**src/rtl/cv32e40s_pkg.sv**
```systemverilog
// Shared types for the cv32e40s OBI data-side subsystem.
//   resp_tag_t : per-transfer response tag kept in order between grant and
//                response (is_err: out-of-window transfer answered locally,
//                is_store: memory write, response carries no read data).
package cv32e40s_pkg;

  typedef struct packed {
    logic is_err;
    logic is_store;
  } resp_tag_t;

endpackage

```
**src/rtl/cv32e40s_obi_resp_fifo.sv**
```systemverilog
// In-order tag FIFO for outstanding OBI data transfers.
// Ports:
//   clk, rst     : clock, asynchronous active-high reset (flushes contents)
//   push, tag    : write one tag at the tail
//   pop          : drop the head entry
//   full, empty  : occupancy flags
//   head         : tag at the head (valid when !empty)
//   count        : number of stored entries
module cv32e40s_obi_resp_fifo
  import cv32e40s_pkg::*;
#(
  parameter int unsigned DEPTH = 2,
  localparam int unsigned CW = $clog2(DEPTH + 1)
) (
  input  logic          clk,
  input  logic          rst,
  input  logic          push,
  input  resp_tag_t     tag,
  input  logic          pop,
  output logic          full,
  output logic          empty,
  output resp_tag_t     head,
  output logic [CW-1:0] count
);

  localparam int unsigned AW = (DEPTH > 1) ? $clog2(DEPTH) : 1;

  resp_tag_t       store_q [DEPTH];
  logic [AW-1:0]   wptr_q;
  logic [AW-1:0]   rptr_q;
  logic [CW-1:0]   cnt_q;

  function automatic logic [AW-1:0] ptr_next(input logic [AW-1:0] p);
    return (p == AW'(DEPTH - 1)) ? '0 : p + AW'(1);
  endfunction

  always_ff @(posedge clk or posedge rst) begin
    if (rst) begin
      wptr_q <= '0;
      rptr_q <= '0;
      cnt_q  <= '0;
    end else begin
      if (push) wptr_q <= ptr_next(wptr_q);
      if (pop)  rptr_q <= ptr_next(rptr_q);
      if (push && !pop)      cnt_q <= cnt_q + CW'(1);
      else if (pop && !push) cnt_q <= cnt_q - CW'(1);
    end
  end

  // Storage needs no reset: entries are only read behind a valid count.
  always_ff @(posedge clk) begin
    if (push) store_q[wptr_q] <= tag;
  end

  assign full  = (cnt_q == CW'(DEPTH));
  assign empty = (cnt_q == '0);
  assign head  = store_q[rptr_q];
  assign count = cnt_q;

endmodule

```
**src/rtl/cv32e40s_obi_data_responder.sv**
```systemverilog
// OBI data-interface responder: decodes one memory window, forwards in-window
// transfers to a backing memory port and returns in-order OBI responses;
// out-of-window transfers are answered locally with err_o.
// Ports:
//   clk, rst                      : clock, asynchronous active-high reset
//   req_i/gnt_o/addr_i/we_i/be_i/wdata_i : OBI request channel
//   rvalid_o/rdata_o/err_o        : OBI response channel (never stalled)
//   mem_req_o/mem_gnt_i/mem_addr_o/mem_we_o/mem_be_o/mem_wdata_o : memory request
//   mem_rvalid_i/mem_rdata_i      : memory response, in order
//   protocol_err_o                : memory response with no memory entry at head
module cv32e40s_obi_data_responder
  import cv32e40s_pkg::*;
#(
  parameter int unsigned DEPTH    = 2,
  parameter logic [31:0] MEM_BASE = 32'h0000_0000,
  parameter logic [31:0] MEM_SIZE = 32'h0001_0000
) (
  input  logic        clk,
  input  logic        rst,
  input  logic        req_i,
  output logic        gnt_o,
  input  logic [31:0] addr_i,
  input  logic        we_i,
  input  logic [3:0]  be_i,
  input  logic [31:0] wdata_i,
  output logic        rvalid_o,
  output logic [31:0] rdata_o,
  output logic        err_o,
  output logic        mem_req_o,
  input  logic        mem_gnt_i,
  output logic [31:0] mem_addr_o,
  output logic        mem_we_o,
  output logic [3:0]  mem_be_o,
  output logic [31:0] mem_wdata_o,
  input  logic        mem_rvalid_i,
  input  logic [31:0] mem_rdata_i,
  output logic        protocol_err_o
);

  localparam int unsigned CW = $clog2(DEPTH + 1);

  logic [31:0]   offset;
  logic          in_range;
  logic          fifo_full;
  logic          fifo_empty;
  resp_tag_t     head;
  resp_tag_t     push_tag;
  logic [CW-1:0] fifo_count;
  logic          head_err;
  logic          head_mem;
  logic          pop;

  // Wrapping subtraction makes addresses below MEM_BASE fall out of range.
  assign offset   = addr_i - MEM_BASE;
  assign in_range = (offset < MEM_SIZE);

  // Full is taken from the registered count only, so a same-cycle pop never
  // reaches the grant combinationally.
  assign mem_req_o = req_i && in_range && !fifo_full;
  assign gnt_o     = in_range ? (mem_req_o && mem_gnt_i) : (req_i && !fifo_full);

  assign mem_addr_o  = offset >> 2;
  assign mem_we_o    = we_i;
  assign mem_be_o    = be_i;
  assign mem_wdata_o = wdata_i;

  assign push_tag.is_err   = !in_range;
  assign push_tag.is_store = we_i;

  cv32e40s_obi_resp_fifo #(.DEPTH(DEPTH)) u_resp_fifo (
    .clk   (clk),
    .rst   (rst),
    .push  (gnt_o),
    .tag   (push_tag),
    .pop   (pop),
    .full  (fifo_full),
    .empty (fifo_empty),
    .head  (head),
    .count (fifo_count)
  );

  assign head_err = !fifo_empty && head.is_err;
  assign head_mem = !fifo_empty && !head.is_err;

  assign rvalid_o       = head_err || (head_mem && mem_rvalid_i);
  assign err_o          = head_err;
  assign rdata_o        = (head_mem && mem_rvalid_i && !head.is_store) ? mem_rdata_i : 32'h0;
  assign pop            = rvalid_o;
  // Stray memory responses are flagged and dropped, never forwarded.
  assign protocol_err_o = mem_rvalid_i && !head_mem;

  logic unused_count;
  assign unused_count = ^fifo_count;

endmodule

```
**config.mk**
```make
export PLATFORM = sky130hd
export DESIGN_NAME = cv32e40s_obi_data_responder
export DESIGN_NICKNAME = d
export VERILOG_FILES = /design/src/rtl/cv32e40s_pkg.sv /design/src/rtl/cv32e40s_obi_resp_fifo.sv /design/src/rtl/cv32e40s_obi_data_responder.sv
export SDC_FILE = /design/constraint.sdc
export NUM_CORES = 1
export LEC_CHECK = 0
export CAP_MARGIN = 20
export CORE_AREA = 2 2 82 84
export DETAILED_ROUTE_END_ITERATION = 7
export DIE_AREA = 0 0 84 86
export HOLD_SLACK_MARGIN = 0.08
export PLACE_DENSITY = 0.81
export SYNTH_ARGS = -nofsm -noshare
export SYNTH_HDL_FRONTEND = slang
export SYNTH_SLANG_ARGS = --single-unit
```
**constraint.sdc**
```tcl
create_clock -name clk -period 5.2 [get_ports clk]
set_clock_uncertainty 0.15 [all_clocks]
set_input_delay 1.04 -clock clk [delete_from_list [all_inputs] [get_ports clk]]
set_output_delay 1.04 -clock clk [all_outputs]
set_load 0.02 [all_outputs]
```
=== Yosys cells after proc, flatten, opt, wreduce, memory -nomap -nowiden ===
Memories as Yosys holds them, arrays and structs flattened.
Cells that the tools add are included.

* Flip-flop bits (word level): 4
* Bits in latches: 0
* RAM bits: 4
* ROM bits: 0
* Bits of input ports: 106
* Output and inout bits: 106
* Memories kept: 1

* Add/sub/neg operators: 4
* Multiply operators: 0
* Div/mod/pow operators: 0
* $lt $le $gt $ge: 1
* Equal/unequal tests: 1
* Shifts and indexed selects: 0
* Multiplexer cells: 8
* Bitwise gates (word level): 0
* Reduce and logical (&&, ||, !) cells: 22

{| class="wikitable"
|+ Memories
! memory !! words !! width !! read ports !! clocked after Yosys merged registers in !! wr ports !! line !! RTL
|-
| u_resp_fifo.store_q || 2 || 2 || 1 || 0 || 1 || cv32e40s_obi_resp_fifo.sv:28 || <nowiki>resp_tag_t store_q [DEPTH];</nowiki>
|}

{| class="wikitable"
|+ Operators with widths
! cell !! number
|-
| $lt 32x17->1 const B || 1
|-
| $mux 32 || 1
|-
| $logic_and 1x1->1 || 11
|-
| $logic_not 1->1 || 8
|-
| $mux 1 || 5
|-
| $mux 2 || 2
|-
| $add 1x1->1 const B || 2
|-
| $add 2x1->2 const B || 1
|-
| $eq 2x2->1 const B || 1
|-
| $logic_not 2->1 || 1
|-
| $reduce_bool 2->1 || 1
|-
| $sub 2x1->2 const B || 1
|-
| $logic_or 1x1->1 || 1
|}

=== Logic depth before layout (Yosys ltp) ===
Gate-level depths: netlist of the first run.

* Depth after elaboration: 9
* Depth in mapped cells: 8

=== Cells and area by module ===
Synthesis of the first run repeated with hierarchy kept, for this count alone.

* Cell total of the unflattened synthesis: 141
* Area, all modules: 1,197.4 um2

{| class="wikitable"
|+ Modules (own cells, without submodules)
! module !! instances !! cells each !! area each (um2) !! seq. area each (um2)
|-
| cv32e40s_obi_data_responder || 1 || 118 || 862.1 || 0.0
|-
| cv32e40s_obi_resp_fifo || 1 || 23 || 335.3 || 220.2
|}

=== Least setup slack after synthesis of the first run ===
OpenSTA, ideal clock, no wires.

* Path type: input to output
* Start: input port addr_i[27]
* End: output port gnt_o
* Data arrival time: 1.829 ns
* Required time: 4.010 ns
* Path slack: 2.181 ns
* Stages: 4
* Cells stage by stage: nor4_1 -> nand4_1 -> o21bai_2 -> inv_1

* Word-level cells in the longest chain between the ends: 5

{| class="wikitable"
|+ Ends and longest elaborated chain
! element !! line !! RTL
|-
| start, declared || cv32e40s_obi_data_responder.sv:22 || <nowiki>input logic [31:0] addr_i,</nowiki>
|-
| $lt 32x17->1 * || cv32e40s_obi_data_responder.sv:55 || <nowiki>assign in_range = (offset < MEM_SIZE);</nowiki>
|-
| $logic_and 1x1->1 (2 in a row) || cv32e40s_obi_data_responder.sv:59 || <nowiki>assign mem_req_o = req_i && in_range && !fifo_full;</nowiki>
|-
| $logic_and 1x1->1 || cv32e40s_obi_data_responder.sv:60 || <nowiki>assign gnt_o = in_range ? (mem_req_o && mem_gnt_i) : (req_i && !fifo_full);</nowiki>
|-
| $mux 1 * || cv32e40s_obi_data_responder.sv:60 ||
|-
| end, declared || cv32e40s_obi_data_responder.sv:21 || <nowiki>output logic gnt_o,</nowiki>
|}

Every way passes the cells marked *; elsewhere a longest branch is shown, timed or not.

=== Worst setup path after layout of the first run ===
Same ends and word-level chain as after synthesis.

==> run metrics, run 1 <==
status=finished clean; FF-to-FF Start=u_resp_fifo.rptr_q$_DFFE_PP0P_; CP cell instances=clkdlybuf4s50_1 -> nor4_1 -> nand4_1 -> o21bai_2 -> inv_1 -> clkdlybuf4s50_1; cell leakage power=0.701 nW; R2R setup slack=3.30 ns; Max Clk Rate=243 MHz; GPL Wtd Cong=slightly above 0.7; crit path max-delay cell type=clkdlybuf4s50_1; GR Overflow Total=0; CTS H-Tree Depth=1; clk buf depth=2; drt initial violations=7; Peak supply drop=0.237 mV; Port Buffer Count=107; CP endpoint kind=output pin; reg2reg end=u_resp_fifo.count[1]$_DFFE_PP0P_; DR WL/cell=11.4 um; sequential element share of the synthesized area=18.6%; Clock Pin Slew Worst Setup and Hold Paths=roughly 0.040 ns; vias per cell=3.85; Top Family by Delay on Critical Path=buffers and inverters; final hold viol count=0; Vias=1,001; Max FO, Critical Path=4; Cells after Synth=143; first-pass detailed-route iteration total=4; # rows=29; Detail Route Antenna Nets=0; Worst EP arrival=around 2.9 ns; Die Wd=84 um; # diodes=0; total negative slack=0 ns; final setup fails=0; CP Launch Point=addr_i[27]; CTS tree=yes; CP dominant cell by count=clkdlybuf4s50_1; CTS sink cnt=8; Post-Route WL=approximately 3000 um; crit path kind=input port to output pin; Core Region=6280 sq um; Netlist cell types=21; CP Launch Type=input port; Tcrit/Tclk final=79.2%; Root Driver=clkbuf_8; synthesis warning total=0; Initial Util=a little under a fifth; gr usage total=a little over 8%; crit path buf inv count=3; I/O Pins=212; Clk Latency, worst-skew pair=0.23 ns; DP Area=~1800 sq um; initial antenna violation count=0; WHS Path Cells=1; CP peak stage delay=~0.55 ns; worst reg2reg path depth=6; hpwl dp=2640 um; Worst Hold Launch=u_resp_fifo.wptr_q$_DFFE_PP0N_; Yosys reg bits=8; share of cells above drive strength 1=approximately 4.4%; worst path required time=around 4 ns; fill cell count=665; DR DRC count=0; largest net degree at the start of global routing=33; Worst Hold End=u_resp_fifo.wptr_q$_DFFE_PP0N_; vias in the first global route=~1,000; cts-stage hold buffer count=0; CTS resizes=0; die boundary height=86 um; post-synth design cell area=1190 sq um; Max Cap Violations=0; first-pass GRT wire length=about 4700 um; pwr/cell area=282 nW/um^2; Area Overhead vs Synth=56.0%; Net count, final=291; dpl cells=256; RSZ-0062 raised after global routing=false; syn avg cell area=8.29 sq um; Design Area, Final=1850 sq um; HP Class=flip-flop to flip-flop; total CTS buffers=3; setup repair bufs after CTS=0; fin cells=260; minimum clock period=4.12 ns; Max Transition Viols Final=0; die area=7220 sq um
[layout by cell type (no fill, tap or decap), drive strengths merged, types with 2 or more instances in the layout]
cell type      synthesis  final
edfxtp                 4      4
clkdlybuf4s50          0    107
clkbuf                 0      4
dfrtp                  4      4
and2                  32     32
inv                    5      5
nor2b                  2      2
conb                   1      2
xnor2                  4      4
nor4                   4      4
nor2                   6      6
[cells by family after synthesis]
kind of cell	share of synthesized area, %
adders and majority gates	1.05
xor gates and xnor gates	3.69
AOI/OAI and AO/OA	2.11
buffers and inverters	48.1
DFF	18.6
other	0.316
and+or+nand+nor	24.1
muxes	2.11
[area by class of cell]
type / count / area (sq um) / area share, %
flip-flops and latches: 8 / 220 / 11.9
inverters: 5 / 18.8 / 1.01
multi-input cells: 59 / 399 / 21.6
well taps: 77 / 96.3 / 5.21
repair buffers: 107 / 1070 / 57.9
clock buffers: 4 / 45.0 / 2.43
[per-stage QoR]
step	hold slack (ns)	util (%)	power (mW)	setup slack, ns
3_5_place_dp	0.337	28.8	0.450	1.05
6_report	0.342	29.5	0.521	1.08
4_1_cts	0.347	29.5	0.530	1.04
5_1_grt	0.392	29.5	0.561	0.913
3_3_place_gp	0.339	28.8	0.444	1.06
2_1_floorplan	0.318	-	0.372	2.18
[power by group]
group	switching [mW]	leakage, nW	internal [mW]
clock	0.0234	0.0228	0.0530
sequential	0.0181	0.0818	0.0933
combinational	0.154	0.597	0.179
total	0.196	0.701	0.326
[metal layers]
layer	part of all wire [%]	vias up	wire length [um]	global-route usage (%)
li1	-	452	-	-
met1	33	420	973	7.71
met2	45	121	1340	13.0
met3	20	8	603	6.26
met4	1.9	0	55	3.52
met5	0	-	0	0
[state kept, by name, summed over array words and instances, names as in the netlist]
register	flops
u_resp_fifo.count	2
u_resp_fifo.rptr_q	1
u_resp_fifo.store_q	4
u_resp_fifo.wptr_q	1
[cells in the mapped netlist]
cell type	instances	area (sq um)
and3_4	1	11.3
nand4_1	1	6.26
buf_6	3	33.8
mux2i_1	1	10.0
nor2_4	1	11.3
buf_4	69	518
o21bai_2	1	11.3
dfrtp_1	4	100
xor2_1	1	8.76
nor2b_1	2	12.5
nor4_1	4	25.0
inv_1	5	18.8
o21ai_0	1	5.00
mux2_4	1	15.0
edfxtp_1	4	120
nor2_1	5	18.8
a21oi_2	1	8.76
and2_1	32	200
conb_1	1	3.75
xnor2_1	4	35.0
ha_1	1	12.5
[how the worst max path moves through the flow]
stage / to / cells past startpoint
3_3_place_gp: gnt_o / 6
4_1_cts: gnt_o / 6
5_1_grt: gnt_o / 6
2_1_floorplan: gnt_o / 4
6_report: gnt_o / 6
3_5_place_dp: gnt_o / 6
Note: power is estimated with default switching activity, not from simulation.
==> inputs of run 2 (changes only) <==
--- a/config.mk
+++ b/config.mk
@@ -6,11 +6,11 @@
 export NUM_CORES = 1
 export LEC_CHECK = 0
 export CAP_MARGIN = 20
-export CORE_AREA = 2 2 82 84
+export CORE_AREA = 2 2 83 85
 export DETAILED_ROUTE_END_ITERATION = 7
-export DIE_AREA = 0 0 84 86
+export DIE_AREA = 0 0 85 87
 export HOLD_SLACK_MARGIN = 0.08
-export PLACE_DENSITY = 0.81
+export PLACE_DENSITY = 0.79
 export SYNTH_ARGS = -nofsm -noshare
 export SYNTH_HDL_FRONTEND = slang
 export SYNTH_SLANG_ARGS = --single-unit
==> constraint.sdc (replaced) <==
create_clock -name clk -period 4.25 [get_ports clk]
set_clock_uncertainty 0.15 [all_clocks]
set_input_delay 0.85 -clock clk [delete_from_list [all_inputs] [get_ports clk]]
set_output_delay 0.85 -clock clk [all_outputs]
set_load 0.02 [all_outputs]
==> run metrics, run 2 (synthesized netlist as in run 1, its figures left out) <==
CP peak stage delay=0.55 ns (about the same); CP endpoint kind=output pin; drt initial violations=20 (+13); met1 GRT Util=9.61% (+1.9 points); Top Family by Delay on Critical Path=buffers and inverters; I/O Pins=212 (unchanged); Port Buffer Count=107 (unchanged); most frequent cells in the layout=107 x clkdlybuf4s50_1, 32 x and2_1, 5 x inv_1, 5 x nor2_1; RSZ-0062 raised after global routing=false; register bank with the most flops=u_resp_fifo.store_q; first-pass GRT wire length=5450 um (+16%); share of cells above drive strength 1=4.37% (unchanged); CP dominant cell by count=clkdlybuf4s50_1; pwr/cell area=354 nW/um^2 (+26%); Clk Latency, worst-skew pair=0.23 ns (about the same); final setup fails=0 (unchanged); CP Launch Type=input port; DR WL/cell=15.0 um (+31%); vias in the first global route=1,049 (+2.3%); Peak supply drop=0.197 mV (-17%); # rows=30 (+3.4%); crit path kind=input port to output pin; Max Cap Violations=0 (unchanged); HP Class=flip-flop to flip-flop; status=finished clean; CTS tree=yes; Worst EP arrival=2.90 ns (-0.03 ns); die area=7400 sq um (+2.4%); Vias=1,026 (+2.5%); cts-stage hold buffer count=0 (unchanged); busiest layer in global routing=met2; Net count, final=291 (unchanged); gr usage total=9.73% (+1.7 points); Detail Route Antenna Nets=0 (unchanged); Area Overhead vs Synth=56.3%; clk buf depth=2 (unchanged); GPL Wtd Cong=0.747 (+6.2%); Core Region=6570 sq um (+4.6%); WHS=0.352 ns (+0.00920 ns); initial antenna violation count=0 (unchanged); Root Driver=clkbuf_8; total CTS buffers=3 (unchanged); CTS resizes=0 (unchanged); fill cell count=703 (+5.7%); commonest non-fill, non-tap cell in the layout=clkdlybuf4s50_1; Max Transition Viols Final=0 (unchanged); Clock Pin Slew Worst Setup and Hold Paths=0.04 ns (about the same); met2 Use GR=14.2% (+1.2 points); setup repair bufs after CTS=0 (unchanged); die boundary height=87 um (+1.2%); Tcrit/Tclk final=91.8%; final hold viol count=0 (unchanged); worst path required time=3.25 ns (-0.76 ns); cell leakage power=0.701 nW (unchanged); Die Wd=85 um (+1.2%); largest net degree at the start of global routing=33 (unchanged); Largest register FFs=4 (unchanged); hpwl dp=3410 um (+29%); minimum clock period=3.90 ns; CTS H-Tree Depth=1 (unchanged); CP cell instances=clkdlybuf4s50_1 -> nor4_1 -> nand4_1 -> o21bai_2 -> inv_1 -> clkdlybuf4s50_1; post-layout util=28.2% (-1.3 points); total negative slack=0 ns (unchanged); Initial Util=18.1% (-0.84 points); first-pass detailed-route iteration total=4 (unchanged); CTS sink cnt=8 (unchanged); vias per cell=3.90 (+1.3%); crit path max-delay cell type=clkdlybuf4s50_1; GR Overflow Total=0 (unchanged); Post-Route WL=3950 um (+33%); DR DRC count=0 (unchanged); Max Clk Rate=256 MHz; met3 GRT Util=10.3% (+4.1 points); Max FO, Critical Path=4 (unchanged); # diodes=0 (unchanged); crit path buf inv count=3 (unchanged)
run 2: cell counts in the layout (fill, tap and decap cells not counted):
Identical to the previous run, type by type.
run 2: area by class of cell:
cell class              instances  area (sq um)  area share (%)
clock buffers                   4          45.0            2.43
inverters                       5          18.8            1.01
multi-input cells              59           399            21.5
flip-flops and latches          8           220            11.9
well taps                      80           100            5.40
repair buffers                107          1070            57.8
run 2: routing by layer:
layer,up-vias,routed length [um]
li1,453,-
met5,-,0
met3,6,907
met2,133,1620
met4,0,31
met1,434,1390
run 2: power breakdown:
group,internal [mW],switching [mW]
clock network,0.0649,0.0292
logic,0.220,0.205
registers,0.114,0.0231
run 2: path summary, 6_finish.rpt:
check	from	end	slack, ns	depth (start not counted)
max in group asynchronous	rst	u_resp_fifo.wptr_q$_DFFE_PP0N_	3.14	2
setup / recovery	addr_i[27]	gnt_o	0.35	6
min in group asynchronous	rst	u_resp_fifo.rptr_q$_DFFE_PP0P_	0.67	2
hold / removal	u_resp_fifo.wptr_q$_DFFE_PP0N_	u_resp_fifo.wptr_q$_DFFE_PP0N_	0.35	1
hold reg to reg	u_resp_fifo.wptr_q$_DFFE_PP0N_	u_resp_fifo.wptr_q$_DFFE_PP0N_	0.35	1
setup reg to reg	u_resp_fifo.rptr_q$_DFFE_PP0P_	u_resp_fifo.count[1]$_DFFE_PP0P_	2.30	7
run 2: through the flow:
step	cell area [sq um]	setup WS, ns	std cells	power, mW
2_1_floorplan	1190	1.61	144	0.456
3_5_place_dp	1810	0.367	259	0.566
6_report	1850	0.349	263	0.656
3_3_place_gp	1810	0.481	259	0.554
5_1_grt	1850	0.220	263	0.699
4_1_cts	1850	0.337	263	0.665
